[src/rtl/io_port_controller_if.sv]
// Handshake/bus bundle between io_port_controller, the CPU flag logic and the external byte source/sink.
// The controller takes the slave modport; the CPU/device side takes master.
interface io_port_controller_if #(
    parameter int DATA_W = 8
);
    logic [DATA_W-1:0] in_data;
    logic              in_valid;
    logic              in_ready;
    logic [DATA_W-1:0] INPR;
    logic              FGI;
    logic              inp_ack;
    logic [DATA_W-1:0] OUTR_in;
    logic              out_load;
    logic              FGO;
    logic [DATA_W-1:0] out_data;
    logic              out_valid;
    logic              out_ready;

    modport master (
        output in_data, in_valid, inp_ack, OUTR_in, out_load, out_ready,
        input  in_ready, INPR, FGI, FGO, out_data, out_valid
    );

    modport slave (
        input  in_data, in_valid, inp_ack, OUTR_in, out_load, out_ready,
        output in_ready, INPR, FGI, FGO, out_data, out_valid
    );
endinterface

[src/rtl/io_port_controller.sv]
// Peripheral partner of the Basic Computer I/O flags: source bytes -> INPR/FGI, OUTR -> sink with FGO recovery.
// Optional feature macro IOPC_RX_FIFO_EN: replaces the single INPR register with a FIFO_DEPTH-entry input buffer.
module io_port_controller #(
    parameter int DATA_W     = 8,
    parameter int FIFO_DEPTH = 4,
    parameter int OUT_GAP    = 0
) (
    input  logic                 clk,
    input  logic                 rst_n,
    io_port_controller_if.slave  io
);

    localparam int GAP_W = (OUT_GAP > 0) ? $clog2(OUT_GAP + 1) : 1;

    if (FIFO_DEPTH < 2 || (FIFO_DEPTH & (FIFO_DEPTH - 1)) != 0) begin : g_bad_depth
        $error("io_port_controller: FIFO_DEPTH must be a power of 2 and >= 2");
    end

    logic [DATA_W-1:0] inpr_q;
    logic [DATA_W-1:0] inpr_d;
    logic              in_ready;
    logic              push;
    logic              fgi;

`ifdef IOPC_RX_FIFO_EN
    localparam int PTR_W = $clog2(FIFO_DEPTH);
    localparam int CNT_W = PTR_W + 1;
    localparam logic [CNT_W-1:0] CNT_FULL = CNT_W'(FIFO_DEPTH);
    localparam logic [CNT_W-1:0] CNT_ONE  = CNT_W'(1);

    logic [DATA_W-1:0] mem_q [FIFO_DEPTH];
    logic [PTR_W-1:0]  wr_ptr_q, wr_ptr_d;
    logic [PTR_W-1:0]  rd_ptr_q, rd_ptr_d;
    logic [PTR_W-1:0]  rd_next;
    logic [CNT_W-1:0]  cnt_q, cnt_d;
    logic              pop;

    always_comb begin
        in_ready = rst_n & (cnt_q != CNT_FULL);
        push     = io.in_valid & in_ready;
        pop      = io.inp_ack & (cnt_q != '0);
        rd_next  = rd_ptr_q + 1'b1;
        wr_ptr_d = push ? wr_ptr_q + 1'b1 : wr_ptr_q;
        rd_ptr_d = pop ? rd_next : rd_ptr_q;
        cnt_d    = cnt_q + CNT_W'(push) - CNT_W'(pop);
        // INPR is a registered copy of the head, so the next head is chosen one cycle ahead.
        inpr_d   = inpr_q;
        if (pop) begin
            if (cnt_q > CNT_ONE) begin
                inpr_d = mem_q[rd_next];
            end else if (push) begin
                inpr_d = io.in_data;
            end
        end else if (push && cnt_q == '0) begin
            inpr_d = io.in_data;
        end
        fgi = (cnt_q != '0);
    end

    always_ff @(posedge clk) begin
        if (!rst_n) begin
            wr_ptr_q <= '0;
            rd_ptr_q <= '0;
            cnt_q    <= '0;
            inpr_q   <= '0;
        end else begin
            wr_ptr_q <= wr_ptr_d;
            rd_ptr_q <= rd_ptr_d;
            cnt_q    <= cnt_d;
            inpr_q   <= inpr_d;
        end
    end

    always_ff @(posedge clk) begin
        if (push) begin
            mem_q[wr_ptr_q] <= io.in_data;
        end
    end
`else
    logic fgi_q, fgi_d;

    always_comb begin
        in_ready = rst_n & ~fgi_q;
        push     = io.in_valid & in_ready;
        inpr_d   = inpr_q;
        fgi_d    = fgi_q;
        if (push) begin
            inpr_d = io.in_data;
            fgi_d  = 1'b1;
        end else if (io.inp_ack) begin
            fgi_d  = 1'b0;
        end
        fgi = fgi_q;
    end

    always_ff @(posedge clk) begin
        if (!rst_n) begin
            fgi_q  <= 1'b0;
            inpr_q <= '0;
        end else begin
            fgi_q  <= fgi_d;
            inpr_q <= inpr_d;
        end
    end
`endif

    assign io.in_ready = in_ready;
    assign io.INPR     = inpr_q;
    assign io.FGI      = fgi;

    typedef enum logic [1:0] {
        TX_IDLE,
        TX_SEND,
        TX_GAP
    } tx_state_t;

    tx_state_t         tx_state_q;
    logic              fgo_q;
    logic              out_valid_q;
    logic [DATA_W-1:0] out_data_q;
    logic [GAP_W-1:0]  gap_cnt_q;

    // FGO is 1 exactly in TX_IDLE, so a load is accepted only there.
    always_ff @(posedge clk) begin
        if (!rst_n) begin
            tx_state_q  <= TX_IDLE;
            fgo_q       <= 1'b1;
            out_valid_q <= 1'b0;
            out_data_q  <= '0;
            gap_cnt_q   <= '0;
        end else begin
            case (tx_state_q)
                TX_IDLE: begin
                    if (io.out_load) begin
                        out_data_q  <= io.OUTR_in;
                        fgo_q       <= 1'b0;
                        out_valid_q <= 1'b1;
                        tx_state_q  <= TX_SEND;
                    end
                end
                TX_SEND: begin
                    if (io.out_ready) begin
                        out_valid_q <= 1'b0;
                        if (OUT_GAP == 0) begin
                            fgo_q      <= 1'b1;
                            tx_state_q <= TX_IDLE;
                        end else begin
                            gap_cnt_q  <= GAP_W'(OUT_GAP);
                            tx_state_q <= TX_GAP;
                        end
                    end
                end
                TX_GAP: begin
                    if (gap_cnt_q == GAP_W'(1)) begin
                        fgo_q      <= 1'b1;
                        tx_state_q <= TX_IDLE;
                    end else begin
                        gap_cnt_q  <= gap_cnt_q - 1'b1;
                    end
                end
                default: begin
                    tx_state_q <= TX_IDLE;
                end
            endcase
        end
    end

    assign io.FGO       = fgo_q;
    assign io.out_valid = out_valid_q;
    assign io.out_data  = out_data_q;

endmodule

[src/flat_wrapper.sv]
// flat-port wrapper written by rule: the top's interface ports become plain ports
module io_port_controller_flat 
#(
    parameter int DATA_W     = 8,
    parameter int FIFO_DEPTH = 4,
    parameter int OUT_GAP    = 0
)
  (clk, rst_n, io_in_data, io_in_valid, io_inp_ack, io_OUTR_in, io_out_load, io_out_ready, io_in_ready, io_INPR, io_FGI, io_FGO, io_out_data, io_out_valid);
  io_port_controller_if #(.DATA_W(DATA_W)) io_i ();
  input  logic clk;
  input  logic rst_n;
  input wire logic [$bits(io_i.in_data)-1:0] io_in_data;
  input wire logic [$bits(io_i.in_valid)-1:0] io_in_valid;
  input wire logic [$bits(io_i.inp_ack)-1:0] io_inp_ack;
  input wire logic [$bits(io_i.OUTR_in)-1:0] io_OUTR_in;
  input wire logic [$bits(io_i.out_load)-1:0] io_out_load;
  input wire logic [$bits(io_i.out_ready)-1:0] io_out_ready;
  output wire logic [$bits(io_i.in_ready)-1:0] io_in_ready;
  output wire logic [$bits(io_i.INPR)-1:0] io_INPR;
  output wire logic [$bits(io_i.FGI)-1:0] io_FGI;
  output wire logic [$bits(io_i.FGO)-1:0] io_FGO;
  output wire logic [$bits(io_i.out_data)-1:0] io_out_data;
  output wire logic [$bits(io_i.out_valid)-1:0] io_out_valid;
  assign io_i.in_data = io_in_data;
  assign io_i.in_valid = io_in_valid;
  assign io_i.inp_ack = io_inp_ack;
  assign io_i.OUTR_in = io_OUTR_in;
  assign io_i.out_load = io_out_load;
  assign io_i.out_ready = io_out_ready;
  assign io_in_ready = io_i.in_ready;
  assign io_INPR = io_i.INPR;
  assign io_FGI = io_i.FGI;
  assign io_FGO = io_i.FGO;
  assign io_out_data = io_i.out_data;
  assign io_out_valid = io_i.out_valid;
  io_port_controller #(.DATA_W(DATA_W), .FIFO_DEPTH(FIFO_DEPTH), .OUT_GAP(OUT_GAP)) u_core (.clk(clk), .rst_n(rst_n), .io(io_i));
endmodule
[config.mk]
export PLATFORM = sky130hd
export DESIGN_NAME = io_port_controller_flat
export DESIGN_NICKNAME = d
export VERILOG_FILES = /design/src/rtl/io_port_controller_if.sv /design/src/rtl/io_port_controller.sv /design/src/flat_wrapper.sv
export SDC_FILE = /design/constraint.sdc
export NUM_CORES = 1
export LEC_CHECK = 0
export BUFFER_PORTS_ARGS = -buffer_cell sky130_fd_sc_hd__buf_2
export CELL_PAD_IN_SITES_DETAIL_PLACEMENT = 0
export CELL_PAD_IN_SITES_GLOBAL_PLACEMENT = 2
export CORE_MARGIN = 8
export CORE_UTILIZATION = 24
export DETAILED_ROUTE_END_ITERATION = 16
export PLACE_DENSITY_LB_ADDON = 0.1
export SETUP_SLACK_MARGIN = 0.05
export SLEW_MARGIN = 20
export SYNTH_ARGS = -nofsm -noshare
export SYNTH_HDL_FRONTEND = slang
export SYNTH_SLANG_ARGS = --single-unit
[constraint.sdc]
create_clock -name clk -period 1.3 [get_ports clk]
set_clock_uncertainty 0.15 [all_clocks]
set_input_delay 0.195 -clock clk [delete_from_list [all_inputs] [get_ports clk]]
set_output_delay 0.195 -clock clk [all_outputs]
set_load 0.02 [all_outputs]
==> metrics.txt, run 1 <==
yosys synthesis warning count=0; overflow left after global routing=0; number of remaining DRC errors=0; Period Utilization, post-route=roughly 95%; post-route cell area=1220 um^2; post-synth cell types=10; HP Class=primary input to register; # rows=20; Final Slew Violations=0; pre-CTS setup slack=0.154 ns; Synth Instances=a little over 80; # port buffers=41; CTS Buf Count=3; die area=5370 um^2; commonest non-fill, non-tap cell in the layout=buf_2; R2R Setup Slk=about 0.15 ns; Finished Layout Cells=186; Root Driver=clkbuf_4; post-CTS setup buffers=0; setup tns final=0 ns; count of final hold-check violations=0; Post-Syn Area=roughly 800 um^2; core area=3080 um^2; Peak VDD IR=between 0.4 and 0.5 mV; relative slew slack=between 80% and 90%; FF+latch area=383 um^2; kind of critical path=register to output port; first-pass GRT wire length=~3.2 mm; nets=165; FILL cells=about 340; FF+latch count, synth=19; # Max-Cap Violations=0; Least-Margin Pin Slew=0.250 ns; setup repair after global routing missed its margin=yes; WP data arrival=0.88 ns; pwr dens=roughly 1000 nW/um^2; die width=73.3 um; drt first pass iters=4; Cell Count Post-Placement=between 150 and 200; Worst Setup SP=u_core.io.FGI; largest net degree at the start of global routing=19; die height=between 70 and 80 um; share of cells above drive strength 1=a little over a third; Final Util=roughly two fifths; routed len/inst=10.8 um; vias post-DR=around 720; H-tree depth=1; worst setup path end=io_in_ready; hold path depth=3; worst skew pair latency=a little under 0.3 ns; worst r2r dst=u_core.io.out_data[2]; most frequent cells in the layout=40 x buf_2, 33 x nand2_1, 17 x dlygate4sd3_1, 17 x dfxtp_1, 16 x mux2i_1; Hold WS=around 0.016 ns; final setup violation count=0; # IOs=42; drt initial violations=21; clock sink count=19; HPWL after DPL=between 1 and 1.5 mm; syn nets=approximately 100; routability cong.=0.648; startpoint of the worst-slack reg-to-reg timing path=u_core.tx_state_q[0]; Initial Util=25.6%; Lkg Pwr=0.605 nW; Clk pin slew, worst setup/hold paths=between 0.1 and 0.15 ns; worst-path fanout max=4; GRT Overall Usage=about 7.5%; Total Power=about 1.2 mW; antenna violations before repair=0; Syn Area/Cell=roughly 9.6 um^2; vias per cell=between 3 and 4; startpoint types=register; Final Critical Period=roughly 1.2 ns; area occupied by multi-input gates=339 um^2; Routed Antenna Nets=0; part of the Yosys area used for sequential elements=roughly half; P&R area growth vs syn=55.5%; status=finished, final reports clean; PnR worst setup slack=a little over 0.07 ns; reg2reg path depth=3; Post-Route WL=2.00 mm; TritonCTS clock tree=done; FMAX=just over 0.8 GHz; Crit path required time=approximately 0.95 ns; DP Area=1020 um^2; vias in the first global route=around 700; CP endpoint kind=output port; ant diodes=0; Clock Tree Buf Depth=2
==> repair_timing <==
item,4_1_cts,5_1_grt
hold endpoints to repair,17,0
hold buffers,17,0
pin swaps,0,0
setup endpoints to repair,2,1
gates resized for setup,3,0
==> where the power goes <==
group,total [mW],switching (mW),internal (mW)
Combinational,0.286,0.144,0.142
Clock,0.295,0.176,0.119
Sequential,0.645,0.0209,0.624
==> how the worst min path moves through the flow <==
stage | start | to | slack (ns)
after floorplan | io_out_load | u_core.tx_state_q[0] | 0.18
after global placement | io_out_load | u_core.tx_state_q[0] | 0.28
after detailed placement | io_out_load | u_core.tx_state_q[0] | 0.29
after CTS | io_out_ready | u_core.tx_state_q[0] | 0.007
after global routing | io_out_ready | u_core.tx_state_q[0] | 0.01
final | io_out_ready | u_core.tx_state_q[0] | 0.02
==> area by class of cell <==
class | count | area share (%)
flip-flops and latches | 19 | 31.3
well taps | 44 | 4.50
clock buffers | 4 | 2.15
multi-input cells | 57 | 27.7
repair buffers | 62 | 34.4
==> logic make-up after synthesis <==
kind of cell | after synthesis | synth area share [%]
simple gates | 37 | 19.2
flops | 19 | 48.3
mux | 16 | 20.3
buf+inv | 6 | 8.58
compound gates | 4 | 3.50
==> critical path, stage by stage, from the launching register on <==
cell,delay (ns)
dfxtp_2,0.35
nor2b_1,0.10
buf_4,0.15
==> sequential cells by signal (all words and copies together), names as in the netlist <==
name / cells
u_core.tx_state_q: 1
u_core.io.INPR: 8
u_core.io.FGO: 1
u_core.io.out_data: 8
u_core.io.FGI: 1
==> synthesized netlist by cell type, drive strengths merged <==
master  number  area (um^2)
o21ai        1         5.00
a21oi        1         5.00
o21a         1         7.51
dfxtp       19          380
mux2i       16          160
nand2       33          124
o211a        1         10.0
nor2b        4         27.5
buf          6         67.6
==> metal layers <==
| metal | up-vias | GRT usage, % | part of all wire (%) |
|---|---|---|---|
| met5 | - | 0 | 0 |
| met4 | 0 | 3.33 | 0.80 |
| met3 | 2 | 3.40 | 10 |
| met2 | 28 | 10.1 | 39 |
| met1 | 308 | 9.77 | 50 |
| li1 | 384 | - | - |
Power figures use the tool's default switching activity.
==> run 2: changes to the inputs <==
- ABC_AREA: not set -> 1
- CORE_UTILIZATION: 24 -> 22
==> run 2 against run 1 <==
  * Non-clock buffer count is 17 lower
  * Sequential power rose by 2%
  * Flip-flop and latch count unchanged
  * Maximum frequency up 2.9%
  * Global-route usage is 0.39 points higher
==> metrics.txt, run 2 <==
vias per cell=3.83 (was 3.88); CP endpoint kind=output port (unchanged); CTS Buf Count=3 (unchanged); Finished Layout Cells=209 (was 186); Post-synth EDFFs=0 (unchanged); WP data arrival=0.85 ns (was 0.88 ns); Yosys top cell area share=46.6% (was 48.3%); Synth Instances=116 (was 82); antenna violations before repair=0 (unchanged); Routed Antenna Nets=0 (unchanged); Root Driver=clkbuf_8 (was clkbuf_4); HPWL after DPL=1.75 mm (was 1.48 mm); nets=184 (was 165); die height=76.9 um (was 73.3 um); vias in the first global route=836 (was 702); Lkg Pwr=0.693 nW (was 0.605 nW); startpoint types=register (unchanged); CP cell instances=nor2_4 -> buf_6 (was nor2b_1 -> buf_4); worst-path fanout max=4 (unchanged); Final Slew Violations=0 (unchanged); reg2reg path depth=5 (was 3); Clk pin slew, worst setup/hold paths=0.07 ns (was 0.11 ns); first-pass GRT wire length=3.75 mm (was 3.21 mm); FF+latch count, synth=19 (unchanged); R2R Setup Slk=0.20 ns (was 0.15 ns); # rows=22 (was 20); Hold-fix buffers, CTS=0 (was 17); top cells by count, synth=35 x nand2_1, 19 x dfxtp_1, 17 x inv_1, 17 x nand3_1, 16 x nor2_1 (was 33 x nand2_1, 19 x dfxtp_1, 16 x mux2i_1, 6 x buf_6, 3 x nor2b_1); yosys synthesis warning count=0 (unchanged); syn nets=138 (was 104); Initial Util=22.7% (was 25.6%); die area=5920 um^2 (was 5370 um^2); hold path depth=3 (unchanged); Hold EP=u_core.io.INPR[3] (was u_core.tx_state_q[0]); routed len/inst=10.9 um (was 10.8 um); Least-Margin Pin Slew=0.209 ns (was 0.250 ns); Period Utilization, post-route=91.8% (was 94.5%); Peak VDD IR=0.343 mV (was 0.455 mV); die width=76.9 um (was 73.3 um); ant diodes=0 (unchanged); share of cells above drive strength 1=34.2% (was 35.9%); kind of critical path=register to output port (unchanged); overflow left after global routing=0 (unchanged); most common cell in the netlist=nand2_1 (unchanged); most frequent cells in the layout=40 x buf_2, 35 x nand2_1, 17 x inv_1, 17 x nand3_1, 17 x dfxtp_1 (was 40 x buf_2, 33 x nand2_1, 17 x dlygate4sd3_1, 17 x dfxtp_1, 16 x mux2i_1); pwr dens=1190 nW/um^2 (was 1000 nW/um^2); CP peak stage delay=0.35 ns (about the same); Clock Tree Buf Depth=2 (unchanged); part of the Yosys area used for sequential elements=46.6% (was 48.3%); HP Class=primary input to register (unchanged); setup tns final=0 ns (unchanged); relative slew slack=86.1% (was 83.3%); P&R area growth vs syn=39.2% (was 55.5%); final setup violation count=0 (unchanged); drt initial violations=21 (unchanged); status=finished, final reports clean (unchanged); ys async rst share=0% (unchanged); GRT Overall Usage=7.88% (was 7.49%); # port buffers=41 (unchanged); Synth area leaders=dfxtp_1 47%, nand2_1 16%, nand3_1 10% (was dfxtp_1 48%, mux2i_1 20%, nand2_1 16%); Syn Area/Cell=7.04 um^2 (was 9.60 um^2); Cell Count Post-Placement=204 (was 165); FMAX=0.838 GHz (was 0.814 GHz); worst r2r dst=u_core.io.INPR[1] (was u_core.io.out_data[2]); post-synth cell types=14 (was 10); setup repair after global routing missed its margin=no (was yes); Post-Syn Area=817 um^2 (was 787 um^2); post-synth top area cell=dfxtp_1 (unchanged); commonest non-fill, non-tap cell in the layout=buf_2 (unchanged); Post-Route WL=2.29 mm (was 2.00 mm); largest net degree at the start of global routing=12 (was 19); TritonCTS clock tree=done (unchanged); core area=3610 um^2 (was 3080 um^2); # Max-Cap Violations=0 (unchanged); routability cong.=0.678 (was 0.648); slowest CP cell=dfxtp_2 (unchanged); drt first pass iters=2 (was 4); Final Critical Period=1.19 ns (was 1.23 ns); # IOs=42 (unchanged); H-tree depth=1 (unchanged); Crit path required time=0.95 ns (about the same); number of remaining DRC errors=0 (unchanged); vias post-DR=800 (was 722); worst min-delay path startpoint=io_in_data[3] (was io_out_ready); clock sink count=19 (unchanged); startpoint of the worst-slack reg-to-reg timing path=u_core.io.FGI (was u_core.tx_state_q[0]); ys flop type=dfxtp_1 (unchanged); worst skew pair latency=0.25 ns (was 0.29 ns); count of final hold-check violations=0 (unchanged)
==> run 2: worst max-delay path by stage <==
stage	start	to	slack (ns)	cells after the start
floorplan	u_core.tx_state_q[0]	u_core.io.out_data[3]	0.24	4
global placement	io_out_load	u_core.io.out_data[1]	0.23	5
detailed placement	u_core.io.FGI	io_in_ready	0.22	2
CTS	u_core.io.FGI	io_in_ready	0.05	2
global route	u_core.io.FGI	io_in_ready	0.06	2
finish	u_core.io.FGI	io_in_ready	0.11	2
==> run 2: cell type report <==
type / count / area, um^2
Fill cell: 425 / 2470
Sequential cell: 19 / 383
Multi-Input combinational cell: 74 / 337
Timing Repair Buffer: 45 / 241
Inverter: 19 / 71.3
Tap cell: 48 / 60.1
Clock buffer: 4 / 45.0
==> run 2: repair_timing <==
item	CTS	global route
buffers inserted	1	0
pin swaps	1	0
resized for setup	2	2
setup endpoints to repair	2	2
==> run 2: logic make-up (layout without fill, tap and decap cells) <==
family | after synthesis | after routing | share of synthesized area [%]
and+or+nand+nor | 72 | 72 | 40.0
buffers and inverters | 23 | 68 | 12.3
DFF | 19 | 19 | 46.6
AOI/OAI and AO/OA | 2 | 2 | 1.22
==> run 2: routing by layer <==
layer / GRT usage, % / wire length, um / vias to the layer above
li1: - / - / 438
met1: 9.04 / 1020 / 330
met2: 12.4 / 1040 / 28
met3: 3.38 / 190 / 4
met4: 3.46 / 31 / 0
met5: 0 / 0 / -
==> run 2: through the flow <==
| step | instance area, um^2 | util, % | power, mW | hold slack [ns] | setup slack, ns |
|---|---|---|---|---|---|
| after global placement | 1080 | 29.8 | 0.954 | 0.270 | 0.234 |
| after floorplan | 817 | - | 0.845 | 0.183 | 0.240 |
| final | 1140 | 31.5 | 1.36 | 0.0157 | 0.106 |
| after global routing | 1140 | 31.5 | 1.45 | 0.0326 | 0.0607 |
| after detailed placement | 1080 | 29.8 | 0.957 | 0.279 | 0.216 |
| after CTS | 1130 | 31.4 | 1.39 | 0.00490 | 0.0540 |
==> run 2: worst max-delay path: cells and delay by family, from the launching register on <==
family | cells | cell delay [ns]
flip-flops | 1 | 0.35
buffers and inverters | 1 | 0.13
AND/OR/NAND/NOR | 1 | 0.12
==> run 2: where the power goes <==
group / internal [mW] / total (mW) / switching [mW]
clock: 0.218 / 0.412 / 0.194
combinational: 0.112 / 0.286 / 0.174
sequential: 0.631 / 0.657 / 0.0264
==> run 3: changes to the inputs <==
- BUFFER_PORTS_ARGS: -buffer_cell sky130_fd_sc_hd__buf_2 -> not set
- CORE_UTILIZATION: 22 -> 29
- DONT_BUFFER_PORTS: not set -> 1
==> run 3 against run 2 <==
  * The run now ends with hold timing left
  * Utilization increased by 4.3 points
  * Power decreased by 14%
  * First-iteration DRC count increased by 76%
  * Count of clock-buffer cells in the layout unchanged
  * Sequential power increased by 9.3%
  * Flip-flop and latch count unchanged
  * Routed wire length decreased by 10%
  * Design area decreased by 15%
  * Die area decreased by 19%
  * Via count decreased by 13%
  * Critical endpoint unchanged
  * Largest power group unchanged
==> metrics.txt, run 3 (same netlist as run 2, synthesis figures left out) <==
kind of critical path=register to output port (unchanged); Clock Tree Buf Depth=2 (unchanged); CP endpoint kind=output port (unchanged); Crit path required time=0.95 ns (about the same); die area=4770 um^2 (was 5920 um^2); Period Utilization, post-route=95.2% (was 91.8%); Clk pin slew, worst setup/hold paths=0.11 ns (was 0.07 ns); first-pass GRT wire length=3.48 mm (was 3.75 mm); Finished Layout Cells=159 (was 209); Initial Util=30.1% (was 22.7%); Final Critical Period=1.24 ns (was 1.19 ns); antenna violations before repair=0 (unchanged); GRT Overall Usage=8.70% (was 7.88%); worst-path fanout max=5 (was 4); FILL cells=312 (was 425); vias post-DR=693 (was 800); P&R area growth vs syn=19.0% (was 39.2%); routability cong.=0.709 (was 0.678); DP Area=842 um^2 (was 1080 um^2); Root Driver=clkbuf_4 (was clkbuf_8); vias per cell=4.36 (was 3.83); CTS Buf Count=3 (unchanged); Total Power=1.17 mW (was 1.36 mW); core area=2710 um^2 (was 3610 um^2); nets=151 (was 184); Hold WS=-0.163 ns (was 0.0157 ns); Least-Margin Pin Slew=0.397 ns (was 0.209 ns); worst r2r dst=u_core.io.INPR[7] (was u_core.io.INPR[1]); Routed Antenna Nets=0 (unchanged); most frequent cells in the layout=35 x nand2_1, 17 x inv_1, 17 x nand3_1, 17 x dfxtp_1, 16 x nor2_1 (was 40 x buf_2, 35 x nand2_1, 17 x inv_1, 17 x nand3_1, 17 x dfxtp_1); routed len/inst=12.9 um (was 10.9 um); clock sink count=19 (unchanged); startpoint types=register (unchanged); TritonCTS clock tree=done (unchanged); Top delay family on crit path=flip-flops (unchanged); drt first pass iters=4 (was 2); FF+latch area=385 um^2 (was 383 um^2); worst skew pair latency=0.29 ns (was 0.25 ns); relative slew slack=73.5% (was 86.1%); CP cell instances=nor2_4 (was nor2_4 -> buf_6); ant diodes=0 (unchanged); drt initial violations=37 (was 21); largest net degree at the start of global routing=22 (was 12); die height=69.1 um (was 76.9 um); Lkg Pwr=0.543 nW (was 0.693 nW); number of remaining DRC errors=0 (unchanged); vias in the first global route=731 (was 836); pwr dens=1210 nW/um^2 (was 1190 nW/um^2); worst path buffer plus inverter count=0 (was 1); die width=69.1 um (was 76.9 um); # rows=19 (was 22); reg2reg path depth=3 (was 5); post-route cell area=972 um^2 (was 1140 um^2); setup tns final=0 ns (unchanged); Final Slew Violations=0 (unchanged); FMAX=0.808 GHz (was 0.838 GHz); status=finished, violations left (was finished, final reports clean); Hold-fix buffers, CTS=9 (was 0); final setup violation count=0 (unchanged); # IOs=42 (unchanged); worst min-delay path startpoint=rst_n (was io_in_data[3]); R2R Setup Slk=0.31 ns (was 0.20 ns); # Max-Cap Violations=0 (unchanged); commonest non-fill, non-tap cell in the layout=nand2_1 (was buf_2); setup repair after global routing missed its margin=yes (was no); Cell Count Post-Placement=145 (was 204); violated checks=hold timing; hold path depth=1 (was 3); # port buffers=0 (was 41); overflow left after global routing=0 (unchanged); Post-Route WL=2.06 mm (was 2.29 mm); HPWL after DPL=1.49 mm (was 1.75 mm); HP Class=primary input to register (unchanged); area occupied by multi-input gates=343 um^2 (was 337 um^2); WP data arrival=0.89 ns (was 0.85 ns); H-tree depth=1 (unchanged); Peak VDD IR=0.465 mV (was 0.343 mV); CP peak stage delay=0.38 ns (was 0.35 ns); slowest CP cell=dfxtp_4 (was dfxtp_2); count of final hold-check violations=19 (was 0); startpoint of the worst-slack reg-to-reg timing path=u_core.io.FGI (unchanged); share of cells above drive strength 1=10.2% (was 34.2%); Hold EP=u_core.io.FGO (was u_core.io.INPR[3])
## run 3: changes by cell type in the layout (fill, tap and decap cells not counted)
cell / delta
buf_2: -40
buf_4: -2
buf_6: -1
clkbuf_4: +3
clkbuf_8: -3
dfxtp_2: -1
dfxtp_4: +1
dlygate4sd3_1: +8
dlymetal6s4s_1: +1
nor2_2: +1
## run 3: repair_timing
| action | in CTS | in global routing |
|---|---|---|
| setup buffers | 0 | 0 |
| pin swaps | 1 | 0 |
| hold endpoints to repair | 19 | 19 |
| cloned | 1 | 0 |
| endpoints found under the setup margin | 3 | 10 |
| gates resized for setup | 2 | 2 |
## run 3: final cells by class
cell class,count,share of cell area [%]
inverters,19,7.34
flip-flops and latches,19,39.6
well taps,31,3.99
clock buffers,4,2.70
repair buffers,11,11.1
multi-input cells,75,35.3
## run 3: through the flow
step	setup slack, ns	util (%)
after floorplan	0.240	-
after global placement	0.251	31.1
after detailed placement	0.223	31.1
after CTS	0.0318	35.7
after global routing	0.00166	35.9
final	0.0628	35.9
## run 3: per-layer routing
metal	share of wire, %	GRT usage [%]	vias up
met5	0	0	-
met3	9.7	4.15	2
met4	1.0	4.10	0
li1	-	-	371
met1	42	8.50	294
met2	48	15.1	26
## run 3: how the worst max path moves through the flow
stage	cells after the start	start	slack, ns	endpoint
CTS	1	u_core.io.FGI	0.03	io_in_ready
detailed placement	3	u_core.io.FGI	0.22	u_core.io.INPR[3]
global placement	3	u_core.io.FGI	0.25	u_core.io.INPR[0]
global route	1	u_core.io.FGI	0.002	io_in_ready
floorplan	4	u_core.tx_state_q[0]	0.24	u_core.io.out_data[3]
finish	1	u_core.io.FGI	0.06	io_in_ready
## run 3: power by group
group          switching (mW)  total [mW]  leakage, nW  internal [mW]
Combinational          0.0830       0.154        0.370         0.0714
Sequential             0.0877       0.718        0.158          0.630
Clock                   0.180       0.300       0.0150          0.119
